==> config.mk <==
export PLATFORM = sky130hd
export DESIGN_NAME = dcmac_port_reset_ctrl_flat
export DESIGN_NICKNAME = d
export VERILOG_FILES = /design/src/rtl/dcmac_port_reset_ctrl_if.sv /design/src/rtl/dcmac_port_reset_ctrl.sv /design/src/flat_wrapper.sv
export SDC_FILE = /design/constraint.sdc
export NUM_CORES = 1
export LEC_CHECK = 0
export CORE_ASPECT_RATIO = 0.5
export CORE_UTILIZATION = 45
export CTS_BUF_LIST = sky130_fd_sc_hd__clkbuf_8
export CTS_CLUSTER_SIZE = 8
export DETAILED_ROUTE_END_ITERATION = 10
export GPL_TIMING_DRIVEN = 0
export HOLD_SLACK_MARGIN = 0.05
export SKIP_CTS_REPAIR_TIMING = 1
export SLEW_MARGIN = 20
export SYNTH_ARGS = -nofsm -noshare
export SYNTH_HDL_FRONTEND = slang
export SYNTH_SLANG_ARGS = --single-unit
==> constraint.sdc <==
create_clock -name clk -period 3.8 [get_ports clk]
set_input_delay 0.38 -clock clk [delete_from_list [all_inputs] [get_ports clk]]
set_output_delay 0.38 -clock clk [all_outputs]
set_load 0.01 [all_outputs]
==> src/rtl/dcmac_port_reset_ctrl_if.sv <==
// Reset-control signal bundle between user logic / GT lanes and dcmac_port_reset_ctrl.
interface dcmac_port_reset_ctrl_if #(
    parameter int NUM_PORTS      = 2,
    parameter int LANES_PER_PORT = 4
);
    logic                                user_reset_all;
    logic [NUM_PORTS-1:0]                user_rx_reset;
    logic [NUM_PORTS*LANES_PER_PORT-1:0] gt_rx_reset_done;
    logic [NUM_PORTS*LANES_PER_PORT-1:0] gt_tx_reset_done;
    logic                                gt_reset_all_out;
    logic [NUM_PORTS-1:0]                gt_reset_rx_datapath;
    logic [NUM_PORTS-1:0]                axis_resetn;
    logic [NUM_PORTS-1:0]                port_ready;
    logic [NUM_PORTS-1:0]                port_failed;
    logic [4*NUM_PORTS-1:0]              retry_count;

    modport master (
        output user_reset_all, user_rx_reset, gt_rx_reset_done, gt_tx_reset_done,
        input  gt_reset_all_out, gt_reset_rx_datapath, axis_resetn, port_ready,
               port_failed, retry_count
    );

    modport slave (
        input  user_reset_all, user_rx_reset, gt_rx_reset_done, gt_tx_reset_done,
        output gt_reset_all_out, gt_reset_rx_datapath, axis_resetn, port_ready,
               port_failed, retry_count
    );
endinterface

==> src/rtl/dcmac_port_reset_ctrl.sv <==
// Per-port DCMAC/GT reset sequencer: lane-done aggregation, settle qualification, RX recovery.
// Optional macro DCMAC_RESET_AUTO_RETRY_EN enables automatic recovery pulses and retry counting.
module dcmac_port_reset_ctrl #(
    parameter int NUM_PORTS      = 2,
    parameter int LANES_PER_PORT = 4,
    parameter int SYNC_STAGES    = 3,
    parameter int PULSE_CYCLES   = 16,
    parameter int SETTLE_CYCLES  = 1024,
    parameter int TIMEOUT_CYCLES = 1000000,
    parameter int MAX_RETRIES    = 3
) (
    input  logic                   clk,
    input  logic                   resetn,
    dcmac_port_reset_ctrl_if.slave rst_if
);
    localparam int NL     = NUM_PORTS * LANES_PER_PORT;
    localparam int TMAX_I = (TIMEOUT_CYCLES > SETTLE_CYCLES)
                          ? ((TIMEOUT_CYCLES > PULSE_CYCLES) ? TIMEOUT_CYCLES : PULSE_CYCLES)
                          : ((SETTLE_CYCLES > PULSE_CYCLES) ? SETTLE_CYCLES : PULSE_CYCLES);
    localparam int TW     = $clog2(TMAX_I + 1);

    localparam logic [TW-1:0] TIMER_MAX    = TW'(TMAX_I);
    localparam logic [TW-1:0] TIMEOUT_LAST = TW'(TIMEOUT_CYCLES - 1);
    localparam logic [TW-1:0] SETTLE_LAST  = TW'(SETTLE_CYCLES - 1);
    localparam logic [TW-1:0] PULSE_LAST   = TW'(PULSE_CYCLES - 1);
    localparam logic [3:0]    RETRY_LIMIT  = 4'(MAX_RETRIES);

`ifdef DCMAC_RESET_AUTO_RETRY_EN
    localparam bit AUTO_RETRY = 1'b1;
`else
    localparam bit AUTO_RETRY = 1'b0;
`endif

    typedef enum logic [2:0] {
        WAIT_DONE = 3'd0,
        SETTLE    = 3'd1,
        READY     = 3'd2,
        PULSE     = 3'd3,
        FAILED    = 3'd4
    } state_e;

    logic [1:0]                  rst_sync_q;
    logic                        rst_n_s;
    logic [SYNC_STAGES*NL-1:0]   rx_sh_q;
    logic [SYNC_STAGES*NL-1:0]   tx_sh_q;
    logic [NL-1:0]               rx_sync_s;
    logic [NL-1:0]               tx_sync_s;
    logic [NUM_PORTS-1:0]        all_ok_s;
    logic [NUM_PORTS-1:0]        user_q;
    logic [NUM_PORTS-1:0]        rise_s;
    logic [NUM_PORTS-1:0]        clr_s;

    state_e                      state_q [NUM_PORTS];
    state_e                      state_d [NUM_PORTS];
    logic [NUM_PORTS-1:0][TW-1:0] timer_q;
    logic [NUM_PORTS-1:0][TW-1:0] timer_d;
    logic [NUM_PORTS-1:0][3:0]   retry_q;
    logic [NUM_PORTS-1:0][3:0]   retry_d;

    logic                        gt_all_q;
    logic [NUM_PORTS-1:0]        pulse_q;
    logic [NUM_PORTS-1:0]        axis_q;
    logic [NUM_PORTS-1:0]        ready_q;
    logic [NUM_PORTS-1:0]        failed_q;

    // Reset assertion is immediate; release is re-timed to clk.
    always_ff @(posedge clk or negedge resetn) begin
        if (!resetn) begin
            rst_sync_q <= 2'b00;
        end else begin
            rst_sync_q <= {rst_sync_q[0], 1'b1};
        end
    end

    assign rst_n_s = rst_sync_q[1];

    // Synchroniser chains for the asynchronous lane done flags; newest stage at the low end.
    always_ff @(posedge clk or negedge rst_n_s) begin
        if (!rst_n_s) begin
            rx_sh_q <= '0;
            tx_sh_q <= '0;
        end else begin
            rx_sh_q <= {rx_sh_q[(SYNC_STAGES-1)*NL-1:0], rst_if.gt_rx_reset_done};
            tx_sh_q <= {tx_sh_q[(SYNC_STAGES-1)*NL-1:0], rst_if.gt_tx_reset_done};
        end
    end

    assign rx_sync_s = rx_sh_q[SYNC_STAGES*NL-1 -: NL];
    assign tx_sync_s = tx_sh_q[SYNC_STAGES*NL-1 -: NL];
    assign rise_s    = rst_if.user_rx_reset & ~user_q;

    // Per-port lane aggregation: a port is healthy only when every rx and tx lane is done.
    always_comb begin
        all_ok_s = '0;
        for (int p = 0; p < NUM_PORTS; p++) begin
            all_ok_s[p] = (&rx_sync_s[p*LANES_PER_PORT +: LANES_PER_PORT])
                        & (&tx_sync_s[p*LANES_PER_PORT +: LANES_PER_PORT]);
        end
    end

    // Per-port next-state, timer and retry-count logic.
    always_comb begin
        clr_s = '0;
        for (int p = 0; p < NUM_PORTS; p++) begin
            state_d[p] = state_q[p];
            retry_d[p] = retry_q[p];
            timer_d[p] = timer_q[p];
            if (rst_if.user_reset_all) begin
                state_d[p] = WAIT_DONE;
                retry_d[p] = 4'd0;
                clr_s[p]   = 1'b1;
            end else if (rise_s[p]) begin
                // A user request restarts the pulse even when already pulsing.
                state_d[p] = PULSE;
                retry_d[p] = 4'd0;
                clr_s[p]   = 1'b1;
            end else begin
                case (state_q[p])
                    WAIT_DONE: begin
                        if (all_ok_s[p]) begin
                            state_d[p] = SETTLE;
                        end else if (timer_q[p] == TIMEOUT_LAST) begin
                            if (AUTO_RETRY && (retry_q[p] < RETRY_LIMIT)) begin
                                state_d[p] = PULSE;
                                retry_d[p] = retry_q[p] + 4'd1;
                            end else begin
                                state_d[p] = FAILED;
                            end
                        end else begin
                            state_d[p] = WAIT_DONE;
                        end
                    end
                    SETTLE: begin
                        if (!all_ok_s[p]) begin
                            state_d[p] = WAIT_DONE;
                        end else if (timer_q[p] == SETTLE_LAST) begin
                            state_d[p] = READY;
                            retry_d[p] = 4'd0;
                        end else begin
                            state_d[p] = SETTLE;
                        end
                    end
                    READY: begin
                        if (!all_ok_s[p]) begin
                            if (AUTO_RETRY) begin
                                state_d[p] = PULSE;
                                retry_d[p] = (retry_q[p] == 4'hF) ? 4'hF : retry_q[p] + 4'd1;
                            end else begin
                                state_d[p] = WAIT_DONE;
                            end
                        end else begin
                            state_d[p] = READY;
                        end
                    end
                    PULSE: begin
                        if (timer_q[p] == PULSE_LAST) begin
                            state_d[p] = WAIT_DONE;
                        end else begin
                            state_d[p] = PULSE;
                        end
                    end
                    FAILED: begin
                        state_d[p] = FAILED;
                    end
                    default: begin
                        state_d[p] = WAIT_DONE;
                        clr_s[p]   = 1'b1;
                    end
                endcase
            end
            // Timer restarts on every state change and saturates instead of wrapping.
            if (clr_s[p] || (state_d[p] != state_q[p])) begin
                timer_d[p] = '0;
            end else if (timer_q[p] == TIMER_MAX) begin
                timer_d[p] = timer_q[p];
            end else begin
                timer_d[p] = timer_q[p] + TW'(1);
            end
        end
    end

    // FSM state, timer, retry and edge-detect registers.
    always_ff @(posedge clk or negedge rst_n_s) begin
        if (!rst_n_s) begin
            for (int p = 0; p < NUM_PORTS; p++) begin
                state_q[p] <= WAIT_DONE;
            end
            timer_q <= '0;
            retry_q <= '0;
            user_q  <= '0;
        end else begin
            for (int p = 0; p < NUM_PORTS; p++) begin
                state_q[p] <= state_d[p];
            end
            timer_q <= timer_d;
            retry_q <= retry_d;
            user_q  <= rst_if.user_rx_reset;
        end
    end

    // Output registers decoded from next state so they move together with the state.
    always_ff @(posedge clk or negedge rst_n_s) begin
        if (!rst_n_s) begin
            gt_all_q <= 1'b0;
            pulse_q  <= '0;
            axis_q   <= '0;
            ready_q  <= '0;
            failed_q <= '0;
        end else begin
            gt_all_q <= rst_if.user_reset_all;
            for (int p = 0; p < NUM_PORTS; p++) begin
                pulse_q[p]  <= (state_d[p] == PULSE);
                axis_q[p]   <= (state_d[p] == READY);
                ready_q[p]  <= (state_d[p] == READY);
                failed_q[p] <= (state_d[p] == FAILED);
            end
        end
    end

    assign rst_if.gt_reset_all_out     = gt_all_q;
    assign rst_if.gt_reset_rx_datapath = pulse_q;
    assign rst_if.axis_resetn          = axis_q;
    assign rst_if.port_ready           = ready_q;
    assign rst_if.port_failed          = failed_q;
    assign rst_if.retry_count          = retry_q;
endmodule

==> src/flat_wrapper.sv <==
// flat-port wrapper written by rule: the top's interface ports become plain ports
module dcmac_port_reset_ctrl_flat 
#(
    parameter int NUM_PORTS      = 2,
    parameter int LANES_PER_PORT = 4,
    parameter int SYNC_STAGES    = 3,
    parameter int PULSE_CYCLES   = 16,
    parameter int SETTLE_CYCLES  = 1024,
    parameter int TIMEOUT_CYCLES = 1000000,
    parameter int MAX_RETRIES    = 3
)
  (clk, resetn, rst_if_user_reset_all, rst_if_user_rx_reset, rst_if_gt_rx_reset_done, rst_if_gt_tx_reset_done, rst_if_gt_reset_all_out, rst_if_gt_reset_rx_datapath, rst_if_axis_resetn, rst_if_port_ready, rst_if_port_failed, rst_if_retry_count);
  dcmac_port_reset_ctrl_if #(.NUM_PORTS(NUM_PORTS), .LANES_PER_PORT(LANES_PER_PORT)) rst_if_i ();
  input  logic clk;
  input  logic resetn;
  input wire logic [$bits(rst_if_i.user_reset_all)-1:0] rst_if_user_reset_all;
  input wire logic [$bits(rst_if_i.user_rx_reset)-1:0] rst_if_user_rx_reset;
  input wire logic [$bits(rst_if_i.gt_rx_reset_done)-1:0] rst_if_gt_rx_reset_done;
  input wire logic [$bits(rst_if_i.gt_tx_reset_done)-1:0] rst_if_gt_tx_reset_done;
  output wire logic [$bits(rst_if_i.gt_reset_all_out)-1:0] rst_if_gt_reset_all_out;
  output wire logic [$bits(rst_if_i.gt_reset_rx_datapath)-1:0] rst_if_gt_reset_rx_datapath;
  output wire logic [$bits(rst_if_i.axis_resetn)-1:0] rst_if_axis_resetn;
  output wire logic [$bits(rst_if_i.port_ready)-1:0] rst_if_port_ready;
  output wire logic [$bits(rst_if_i.port_failed)-1:0] rst_if_port_failed;
  output wire logic [$bits(rst_if_i.retry_count)-1:0] rst_if_retry_count;
  assign rst_if_i.user_reset_all = rst_if_user_reset_all;
  assign rst_if_i.user_rx_reset = rst_if_user_rx_reset;
  assign rst_if_i.gt_rx_reset_done = rst_if_gt_rx_reset_done;
  assign rst_if_i.gt_tx_reset_done = rst_if_gt_tx_reset_done;
  assign rst_if_gt_reset_all_out = rst_if_i.gt_reset_all_out;
  assign rst_if_gt_reset_rx_datapath = rst_if_i.gt_reset_rx_datapath;
  assign rst_if_axis_resetn = rst_if_i.axis_resetn;
  assign rst_if_port_ready = rst_if_i.port_ready;
  assign rst_if_port_failed = rst_if_i.port_failed;
  assign rst_if_retry_count = rst_if_i.retry_count;
  dcmac_port_reset_ctrl #(.NUM_PORTS(NUM_PORTS), .LANES_PER_PORT(LANES_PER_PORT), .SYNC_STAGES(SYNC_STAGES), .PULSE_CYCLES(PULSE_CYCLES), .SETTLE_CYCLES(SETTLE_CYCLES), .TIMEOUT_CYCLES(TIMEOUT_CYCLES), .MAX_RETRIES(MAX_RETRIES)) u_core (.clk(clk), .resetn(resetn), .rst_if(rst_if_i));
endmodule
# After elaboration in Yosys (flattened, before gate mapping)
# Index checks and enable logic that the tools add are counted.
# word_totals
regBits	113
inputBits	21
output_inout_bits	17
elab_cells	102
# classes
addsub	2
eq_ne	26
n_mux	38
bitwise_logic	4
n_reduce_logical	18
# op_table
operator	n
$eq A20 B20 Y1 const B	4
$mux W20	4
$add A20 B1 Y20 const B	2
$eq A20 B10 Y1 const B	2
$eq A20 B4 Y1 const B	2
$mux W4	10
$mux W3	10
$pmux W3 S5	2
$eq A3 B2 Y1 const B	8
$reduce_bool A3 Y1	6
$reduce_and A4 Y1	4
$eq A3 B3 Y1 const B	4
$mux W2	6
$reduce_or A5 Y1	2
$eq A3 B1 Y1 const B	2
$logic_not A3 Y1	2
$mux W1	6
$ne A3 B3 Y1	2
$reduce_and A3 Y1	2
$ne A2 B1 Y1 const B	2
$and A1 B1 Y1	2
$and A2 B2 Y2	1
$logic_or A1 B1 Y1	2
$not A2 Y2	1

# Longest topological paths before layout
# Gate-level depths: netlist (run 1).
# depth
depth_word	9
depth_mapped	8

# Least setup slack after synthesis (run 1)
# OpenSTA, ideal clock, no wires.
# synth_path
path_kind	flip-flop to flip-flop
start	register u_core.timer_q[20] in the netlist's numbering
end	register u_core.timer_q[24] in the netlist's numbering
setup_time_ns	0.119
arrival_ns	1.995
slack_ns	1.686
path_stages_with_launch	9
n_path_buf	1
path_cell_list	dfrtp_1 ha_1 nand3_1 nor3_1 and3_2 and4bb_4 o31ai_4 buf_6 nor2_1
# synth_between
elab_chain_cells	9
elab_cells_between_ends	18
# synth_lines
element	line	text
start: declaration	dcmac_port_reset_ctrl.sv:55	logic [NUM_PORTS-1:0][TW-1:0] timer_q;
start signal: assignment	dcmac_port_reset_ctrl.sv:195	timer_q <= timer_d;
$eq A20 B10 Y1 / $eq A20 B20 Y1 (equally long branches)	dcmac_port_reset_ctrl.sv:136, dcmac_port_reset_ctrl.sv:122	
$mux W2 / $mux W3 (equally long branches)	dcmac_port_reset_ctrl.sv:136, dcmac_port_reset_ctrl.sv:122	
$mux W3 (on tied branches)	dcmac_port_reset_ctrl.sv:134, dcmac_port_reset_ctrl.sv:120	
$pmux W3 S5	dcmac_port_reset_ctrl.sv:118	case (state_q[p])
$mux W3	dcmac_port_reset_ctrl.sv:112	end else if (rise_s[p]) begin
$mux W3	dcmac_port_reset_ctrl.sv:108	if (rst_if.user_reset_all) begin
$ne A3 B3 Y1	dcmac_port_reset_ctrl.sv:172	if (clr_s[p] || (state_d[p] != state_q[p])) begin
$logic_or A1 B1 Y1	dcmac_port_reset_ctrl.sv:172	
$ne A2 B1 Y1 (no line) / $mux W20 (equally long branches)	n/a	
# Several ways; a longest one is shown, not always the timed one. The select of a mux whose other input is x is not followed.
# A chain may end at the register's enable or synchronous reset.

# Worst setup path in the final report (run 1)
# layout_path
start	register u_core.timer_q[1] in the netlist's numbering
end	register u_core.timer_q[0] in the netlist's numbering
# The elaborated chain is that of the path after synthesis.

==> reports/qor.yml, run 1 <==
status: "finished with violations"
violations: "DRC"
synth_seq_cells: 105
ys_types: 44
post-route-period-util_pct: 66.1
regToRegSetupSlack_ps: 1290
clock_latency_ps: 370
ys_seq_area_share_pct: 62.0
synthCells: 366
worst_slew_pin_slew_ps: 824
synthToLayoutAreaGrowth_pct: 16.8
synth-edff-count: 0
maxCapViolations: 0
ios: 38
dieHeight_um: 70.6
final-seq-area_um2: 2630
fmax_mhz: 398
stdcell_count: 536
grt-ovfl-total: 0
dieWidth_um: 139
dp.cells: 520
skew_ps: 12.4
path_buf_inv: 1
path_cells: "ha_1 -> and3_1 -> nand3_1 -> nor4_1 -> a31oi_1 -> o41ai_1 -> clkbuf_1 -> nor3_1"
peakVddDrop_mv: 0.236
die_area_um2: 9830
rsz0062_at_grt: "false"
synthArstFlopShare_pct: 100
crit_path_start_kind: "register"
dp_hpwl_um: 5200
coreArea_um2: 8920
via_count: 2750
antenna_left: 0
p_leak_nw: 2.15
preCtsSetupSlack_ps: 1320
slew_headroom_pct: 44.5
synthFlopType: "dfrtp_1"
setup_violations: 0
synth_area_leader_cell: "dfrtp_1"
drive_above_1_share_pct: 10.5
cts_tree: "yes"
multi_input_area_um2: 1460
syn-cell-area_um2: 4240
row_count: 24
crit_required_ps: 4040
period_minus_slack_ps: 2510
start_util_pct: 47.5
timing.hold.ws_ps: 151
slowest_stage: "nor4_1"
finalMaxSlewViolations: 0
yosysWarnings: 0
setup_tns_ps: 0
avgRoutedWirePerCell_um: 13.8
grt_pass1_vias: 2665
synth_common_cells: "dfrtp_1, nor2_1, nor3_1, nand3_1, xor2_1"
cts.sinks: 105
htreeDepth: 3
yosysMostFrequentCell: "dfrtp_1"
fin_ws_ps: 1290
cts-root-buf: "clkbuf_8"
crit_path_max_fanout: 10
grt_max_degree: 61
dr.pass1.iters: 10
critPathArrivalTime_ps: 2750
gp_congestion: 0.760
first_iter_violations: 243
gr-usage-all-layers_pct: 16.8
totalWireLength_um: 7420
grt_pass1_wl_um: 12800
max_stage_delay_ps: 540
n_fill_cell: 751
clkTransAtPathRegs_ps: 100
drcViolationCount: 1
antenna_found_initial: 0
nets: 439
yosysTopAreaCellShare_pct: 62.0
numCtsBuffers: 9
antenna_cells: 0
routed_via_density: 5.13
cellPowerDensity_nw_per_um2: 408
synth.area.top_cells: "dfrtp_1, xor2_1, nor2_1"
worstSetupPathType: "reg2reg"
hp-class: "in2async"
critPathTopFamily: "simple AND/OR/NAND/NOR gates"
synth_area_per_cell_um2: 11.6
clk_path_buf_depth: 2
endpoint_kind: "register"
port_buffers: 29
hold_viol_final: 0
[kinds of logic (layout without fill, tap and decap cells)]
family / Yosys count / after routing / synth area share, %
AND/OR/NAND/NOR: 155 / 155 / 18.9
flip-flops: 105 / 105 / 62.0
XOR/XNOR: 36 / 36 / 7.44
buffers and inverters: 31 / 77 / 4.05
AO/OA/AOI/OAI: 30 / 30 / 5.52
adder cells (fa/ha/maj): 4 / 4 / 1.18
multiplexers: 3 / 3 / 0.709
other: 2 / 9 / 0.177
[worst paths after layout]
kind	startpoint	to	cells past startpoint
worst max register to register	u_core.timer_q[1]	u_core.timer_q[0]	8
min in group clk	u_core.tx_sh_q[1]	u_core.tx_sh_q[9]	0
worst max-delay path	u_core.timer_q[1]	u_core.timer_q[0]	8
worst min register to register	u_core.rst_sync_q[1]	u_core.rx_sh_q[15]	0
worst min-delay path	resetn	u_core.rst_sync_q[1]	1
max in group asynchronous	u_core.rst_sync_q[1]	u_core.rx_sh_q[11]	1
[worst reg2reg max path, delay by kind of cell, from the launching register on]
kind,cells,cell delay [ps]
adder cells (fa/ha/maj),1,210
flip-flops,1,440
buffers and inverters,1,440
AO/OA/AOI/OAI,2,280
AND/OR/NAND/NOR,4,1030
[cell type report]
class | instances | share of cell area (%)
Timing Repair Buffer | 30 | 6.42
Multi-Input combinational cell | 237 | 29.6
Buffer | 18 | 2.48
Clock buffer | 10 | 2.78
Tap cell | 117 | 2.96
Inverter | 13 | 0.986
Clock inverter | 6 | 1.59
Sequential cell | 105 | 53.2
[report_power, final]
part / internal, mW / switching, mW
Clock: 0.339 / 0.398
Combinational: 0.0496 / 0.0605
Sequential: 1.15 / 0.0222
Total: 1.54 / 0.481
[metrics by stage]
stage / cell area, um^2 / util (%) / power, mW
after floorplan: 4260 / - / 1.26
after global routing: 4950 / 55.5 / 2.12
after detailed placement: 4730 / 53.0 / 1.31
final: 4950 / 55.5 / 2.02
after CTS: 4950 / 55.5 / 2.05
after global placement: 4700 / 52.7 / 1.30
[registers in the layout (all words and copies together) (netlist names)]
register,cells
u_core.rst_if.axis_resetn,2
u_core.user_q,2
u_core.rx_sh_q,24
u_core.rst_if.gt_reset_rx_datapath,2
u_core.rst_sync_q,2
u_core.rst_if.gt_reset_all_out,1
u_core.state_q,6
u_core.tx_sh_q,24
u_core.timer_q,40
u_core.rst_if.port_failed,2
[placed cells by master, fill, tap and decap left out, types with 3 or more instances in the layout]
cell,count
inv_6,3
nor2_1,44
clkdlybuf4s50_1,29
clkbuf_8,10
o211a_1,4
nor3_1,27
a21oi_1,5
xnor2_1,14
dfrtp_1,104
conb_1,9
clkbuf_1,4
inv_1,13
a31oi_1,4
nand4_1,13
nand3_1,22
xor2_1,22
and4_1,3
or4_1,3
buf_4,10
o21ai_0,5
ha_1,4
mux2i_1,3
nand2_1,16
nor2b_1,3
nor4_1,9
[metal layers]
layer / vias to the layer above / track usage (%) / routed length [um]
met5: - / 0 / 0
li1: 1345 / - / -
met4: 0 / 4.94 / 42
met2: 66 / 28.3 / 3620
met1: 1333 / 21.1 / 3380
met3: 6 / 5.55 / 381
(Power assumes the default switching activity.)
==> inputs of run 2 (changes only) <==
--- a/config.mk
+++ b/config.mk
@@ -12,6 +12,7 @@
 export DETAILED_ROUTE_END_ITERATION = 10
 export GPL_TIMING_DRIVEN = 0
 export HOLD_SLACK_MARGIN = 0.05
+export PLACE_DENSITY = 0.67
 export SKIP_CTS_REPAIR_TIMING = 1
 export SLEW_MARGIN = 20
 export SYNTH_ARGS = -nofsm -noshare
==> constraint.sdc (replaced) <==
create_clock -name clk -period 2.15 [get_ports clk]
set_input_delay 0.215 -clock clk [delete_from_list [all_inputs] [get_ports clk]]
set_output_delay 0.215 -clock clk [all_outputs]
set_load 0.01 [all_outputs]
==> reports/qor.yml, run 2 (synthesis gave the netlist of run 1 again) <==
cts_tree: "yes"
timing.rr.start: "u_core.timer_q[32]"
fin_ws_ps: -37.7
reg.largest.list: "u_core.timer_q x40, u_core.rx_sh_q x24, u_core.tx_sh_q x24"
p_leak_nw: 2.31
hold_viol_final: 0
grt_pass1_wl_um: 13000
critPathArrivalTime_ps: 2470
cpMostUsedCell: "buf_6"
worst_slew_pin_slew_ps: 567
first_iter_violations: 130
htreeDepth: 3
cts-root-buf: "clkbuf_8"
top_usage_layer: "met2"
placed_area_um2: 4740
clkTransAtPathRegs_ps: 110
gr-usage-met1_pct: 21.0
totalWireLength_um: 8080
dp_hpwl_um: 5140
fmax_mhz: 457
stdcell_count: 561
layout_commonest_cell: "dfrtp_1"
path_cells: "or4_4 -> nor2_4 -> and3_4 -> and4bb_4 -> o31ai_4 -> buf_6 -> buf_6 -> nor2_2"
largest_reg_flops: 40
n_fill_cell: 667
final_area_um2: 5350
slew_headroom_pct: 61.8
slowest_stage: "or4_4"
rsz0062_at_grt: "true"
dieHeight_um: 70.6
post-route-period-util_pct: 102
endpoint_kind: "register"
hold_start: "rst_if_gt_rx_reset_done[4]"
peakVddDrop_mv: 0.444
drcViolationCount: 2
crit_required_ps: 2430
regMostFlops: "u_core.timer_q"
hp-class: "in2reg"
regToRegSetupSlack_ps: -40
die_area_um2: 9830
timing.hold.ws_ps: 257
cellPowerDensity_nw_per_um2: 678
nets: 464
switching_share_pct: 24.7
ios: 38
gr-usage-all-layers_pct: 17.0
antenna_found_initial: 0
setup_tns_ps: -425
coreArea_um2: 8920
routed_via_density: 5.24
numCtsBuffers: 9
dp.cells: 521
violations: "DRC, setup timing"
finalMaxSlewViolations: 0
grt_pass1_vias: 2823
antenna_left: 0
gp_congestion: 0.846
grt_use_met2_pct: 28.1
avgRoutedWirePerCell_um: 14.4
port_buffers: 29
dr.pass1.iters: 7
cts.sinks: 105
row_count: 24
path_buf_inv: 2
dieWidth_um: 139
rr_worst_depth: 8
final_cell_mix: "dfrtp_1, nor2_1, buf_4"
worstSetupPathType: "reg2reg"
skew_ps: 12.3
reg2reg_to: "u_core.timer_q[35]"
clk_path_buf_depth: 2
grt-ovfl-total: 0
via_count: 2938
period_minus_slack_ps: 2190
p_switching_mw: 0.896
start_util_pct: 47.5
synthToLayoutAreaGrowth_pct: 26.3
critPathTopFamily: "simple AND/OR/NAND/NOR gates"
hold-path-cell-count: 1
clkPwrFrac_pct: 36.3
clock_latency_ps: 380
crit_path_max_fanout: 5
comb_power_share_pct: 6.7
max_stage_delay_ps: 550
grt_max_degree: 41
p_int_mw: 2.73
p_seq_share_pct: 57.1
hold_end: "u_core.rx_sh_q[4]"
setup_violations: 15
maxCapViolations: 0
status: "finished with violations"
antenna_cells: 0
crit_path_start_kind: "register"
grt_util_met3_pct: 5.21
drive_above_1_share_pct: 23.2
[run 2: cell count changes in the layout (fill, tap and decap cells not counted), sizes merged]
cell,delta
buf,+26
clkinv,+2
dlygate4sd3,+1
clkbuf,-3
inv,-1
[run 2: how the worst max path moves through the flow]
stage | from | to | cells after the start | slack (ps)
2_1_floorplan | u_core.timer_q[20] | u_core.timer_q[24] | 8 | 40
3_3_place_gp | u_core.timer_q[20] | u_core.timer_q[21] | 8 | -230
3_5_place_dp | u_core.timer_q[20] | u_core.timer_q[20] | 8 | -290
4_1_cts | u_core.timer_q[1] | u_core.timer_q[16] | 8 | -360
5_1_grt | u_core.timer_q[25] | u_core.timer_q[21] | 8 | -120
6_report | u_core.timer_q[32] | u_core.timer_q[35] | 8 | -40
[run 2: area by class of cell]
class	count	area [um^2]	share of cell area, %
plain buffers	18	135	2.53
clock buffers	9	124	2.31
clock inverters	7	103	1.92
inverters	13	48.8	0.912
multi-input cells	237	1650	30.7
flip-flops and latches	105	2640	49.3
well taps	117	146	2.74
repair buffers	55	513	9.59
[run 2: power groups by stage]
stage / Sequential [mW] / Combinational [mW] / Clock [mW]
floorplan: 2.12 / 0.100 / 0
detailed placement: 2.11 / 0.201 / 0
finish: 2.07 / 0.243 / 1.32
global placement: 2.13 / 0.160 / 0
global route: 2.08 / 0.268 / 1.45
CTS: 2.07 / 0.202 / 1.37
[run 2: stage by stage]
stage | util (%) | setup slack [ps] | power, mW
6_report | 60.0 | -37.7 | 3.63
5_1_grt | 60.0 | -120 | 3.80
4_1_cts | 55.7 | -361 | 3.64
3_5_place_dp | 53.2 | -288 | 2.31
3_3_place_gp | 52.7 | -231 | 2.29
2_1_floorplan | - | 36.0 | 2.22
[run 2: layer usage]
layer | part of all wire, % | routed length [um]
met5 | 0 | 0
met4 | 2.0 | 164
met3 | 3.1 | 250
met2 | 52 | 4160
met1 | 43 | 3500
==> inputs of run 3 (changes only) <==
--- a/config.mk
+++ b/config.mk
@@ -6,13 +6,12 @@
 export NUM_CORES = 1
 export LEC_CHECK = 0
 export CORE_ASPECT_RATIO = 0.5
-export CORE_UTILIZATION = 45
+export CORE_UTILIZATION = 30
 export CTS_BUF_LIST = sky130_fd_sc_hd__clkbuf_8
 export CTS_CLUSTER_SIZE = 8
 export DETAILED_ROUTE_END_ITERATION = 10
 export GPL_TIMING_DRIVEN = 0
 export HOLD_SLACK_MARGIN = 0.05
-export PLACE_DENSITY = 0.67
 export SKIP_CTS_REPAIR_TIMING = 1
 export SLEW_MARGIN = 20
 export SYNTH_ARGS = -nofsm -noshare
==> reports/qor.yml, run 3 (synthesis gave the netlist of run 1 again) <==
cts-root-buf: "clkbuf_8"
regToRegSetupSlack_ps: -60
p_leak_nw: 2.37
rsz0062_at_grt: "true"
dieWidth_um: 170
grt_pass1_wl_um: 12500
antenna_cells: 0
wl_met1_um: 3810
start_util_pct: 31.0
htreeDepth: 3
rr_worst_depth: 8
crit_required_ps: 2430
hp-class: "in2reg"
finalMaxSlewViolations: 0
layout_commonest_cell: "dfrtp_1"
skew_ps: 9.10
worstSetupPathType: "reg2reg"
setup_violations: 20
dp.cells: 595
p_seq_share_pct: 56.8
crit_path_max_fanout: 5
hold_end: "u_core.tx_sh_q[4]"
fin_ws_ps: -59.6
avgRoutedWirePerCell_um: 12.4
clock_latency_ps: 380
hold-path-cell-count: 1
fmax_mhz: 453
grt_max_degree: 53
violations: "setup timing"
antenna_left: 0
post-route-period-util_pct: 103
final-seq-area_um2: 2640
routed_via_density: 4.50
stdcell_count: 639
clkTransAtPathRegs_ps: 100
period_minus_slack_ps: 2210
synthToLayoutAreaGrowth_pct: 31.7
crit_path_start_kind: "register"
final_cell_mix: "dfrtp_1, nor2_1, buf_4"
cts.sinks: 105
drcViolationCount: 0
coreArea_um2: 13700
nets: 467
p_switching_mw: 0.909
drive_above_1_share_pct: 26.4
numCtsBuffers: 9
die_area_um2: 14600
hold_start: "rst_if_gt_tx_reset_done[4]"
cellPowerDensity_nw_per_um2: 655
cts_tree: "yes"
wl_met2_um: 3730
reg.largest.list: "u_core.timer_q x40, u_core.rx_sh_q x24, u_core.tx_sh_q x24"
reg2reg_to: "u_core.timer_q[25]"
ios: 38
final_area_um2: 5580
port_buffers: 29
n_fill_cell: 1318
status: "finished with violations"
multi_input_area_um2: 1720
comb_power_share_pct: 7.4
grt_pass1_vias: 2619
gp_congestion: 0.823
row_count: 30
antenna_found_initial: 0
hold_viol_final: 0
timing.hold.ws_ps: 261
worst_slew_pin_slew_ps: 848
clkPwrFrac_pct: 35.8
regMostFlops: "u_core.timer_q"
gr-usage-all-layers_pct: 11.1
grt-ovfl-total: 0
via_count: 2873
peakVddDrop_mv: 0.393
placed_area_um2: 4820
wl_met3_um: 246
maxCapViolations: 0
p_int_mw: 2.74
dp_hpwl_um: 4890
p_total_mw: 3.65
highest_layer: "met4"
largest_reg_flops: 40
clk_path_buf_depth: 2
switching_share_pct: 24.9
dr.pass1.iters: 6
preCtsSetupSlack_ps: -295
critPathArrivalTime_ps: 2490
slew_headroom_pct: 42.9
first_iter_violations: 153
dieHeight_um: 86.0
endpoint_kind: "register"
totalWireLength_um: 7930
timing.rr.start: "u_core.timer_q[33]"
## run 3: cell types whose count changed in the layout (fill, tap and decap cells not counted), moves of 3 or more
cell	before	now
nor3_1	25	11
nor3_4	2	5
nor3_2	2	13
buf_6	4	7
buf_2	3	0
## run 3: per-layer routing
| layer | up-vias | GRT usage [%] |
|---|---|---|
| met5 | - | 0 |
| met4 | 0 | 4.67 |
| met3 | 12 | 3.60 |
| met2 | 40 | 17.1 |
| met1 | 1418 | 14.3 |
| li1 | 1403 | - |
## run 3: power groups by stage
| stage | Clock (mW) | Combinational [mW] | Sequential, mW |
|---|---|---|---|
| 6_report | 1.31 | 0.269 | 2.07 |
| 5_1_grt | 1.44 | 0.295 | 2.09 |
| 4_1_cts | 1.36 | 0.193 | 2.08 |
| 3_5_place_dp | 0 | 0.193 | 2.12 |
| 3_3_place_gp | 0 | 0.167 | 2.13 |
| 2_1_floorplan | 0 | 0.100 | 2.12 |
## run 3: area by class of cell
| type | instances | area share, % |
|---|---|---|
| buffer | 18 | 2.62 |
| inverter | 13 | 0.875 |
| multi-input combinational | 237 | 30.8 |
| timing repair buffer | 58 | 10.2 |
| clock buffer | 9 | 2.22 |
| tap | 192 | 4.31 |
| clock inverter | 7 | 1.75 |
| sequential | 105 | 47.2 |
## run 3: critical path: stages (launching register included)
cell and delay [ps]:
dfrtp_2 440, or4_4 550, nor2_4 160, a41o_4 270, a211oi_4 80, o31ai_4 290
buf_4 160, buf_6 110, nor2_1 50
## run 3: how the worst max path moves through the flow
stage,start,endpoint,slack [ps],cells past startpoint
floorplan,u_core.timer_q[20],u_core.timer_q[24],40,8
global placement,u_core.timer_q[20],u_core.timer_q[21],-320,8
detailed placement,u_core.timer_q[20],u_core.timer_q[25],-300,8
CTS,u_core.timer_q[20],u_core.timer_q[29],-330,8
global route,u_core.timer_q[27],u_core.timer_q[29],-120,8
finish,u_core.timer_q[33],u_core.timer_q[25],-60,8
## run 3: per-stage QoR
stage / utilization (%) / setup TNS (ps)
after floorplan: - / 0
after global placement: 35.1 / -34450
after detailed placement: 35.3 / -10100
after CTS: 36.9 / -11110
after global routing: 40.8 / -2620
final: 40.8 / -942
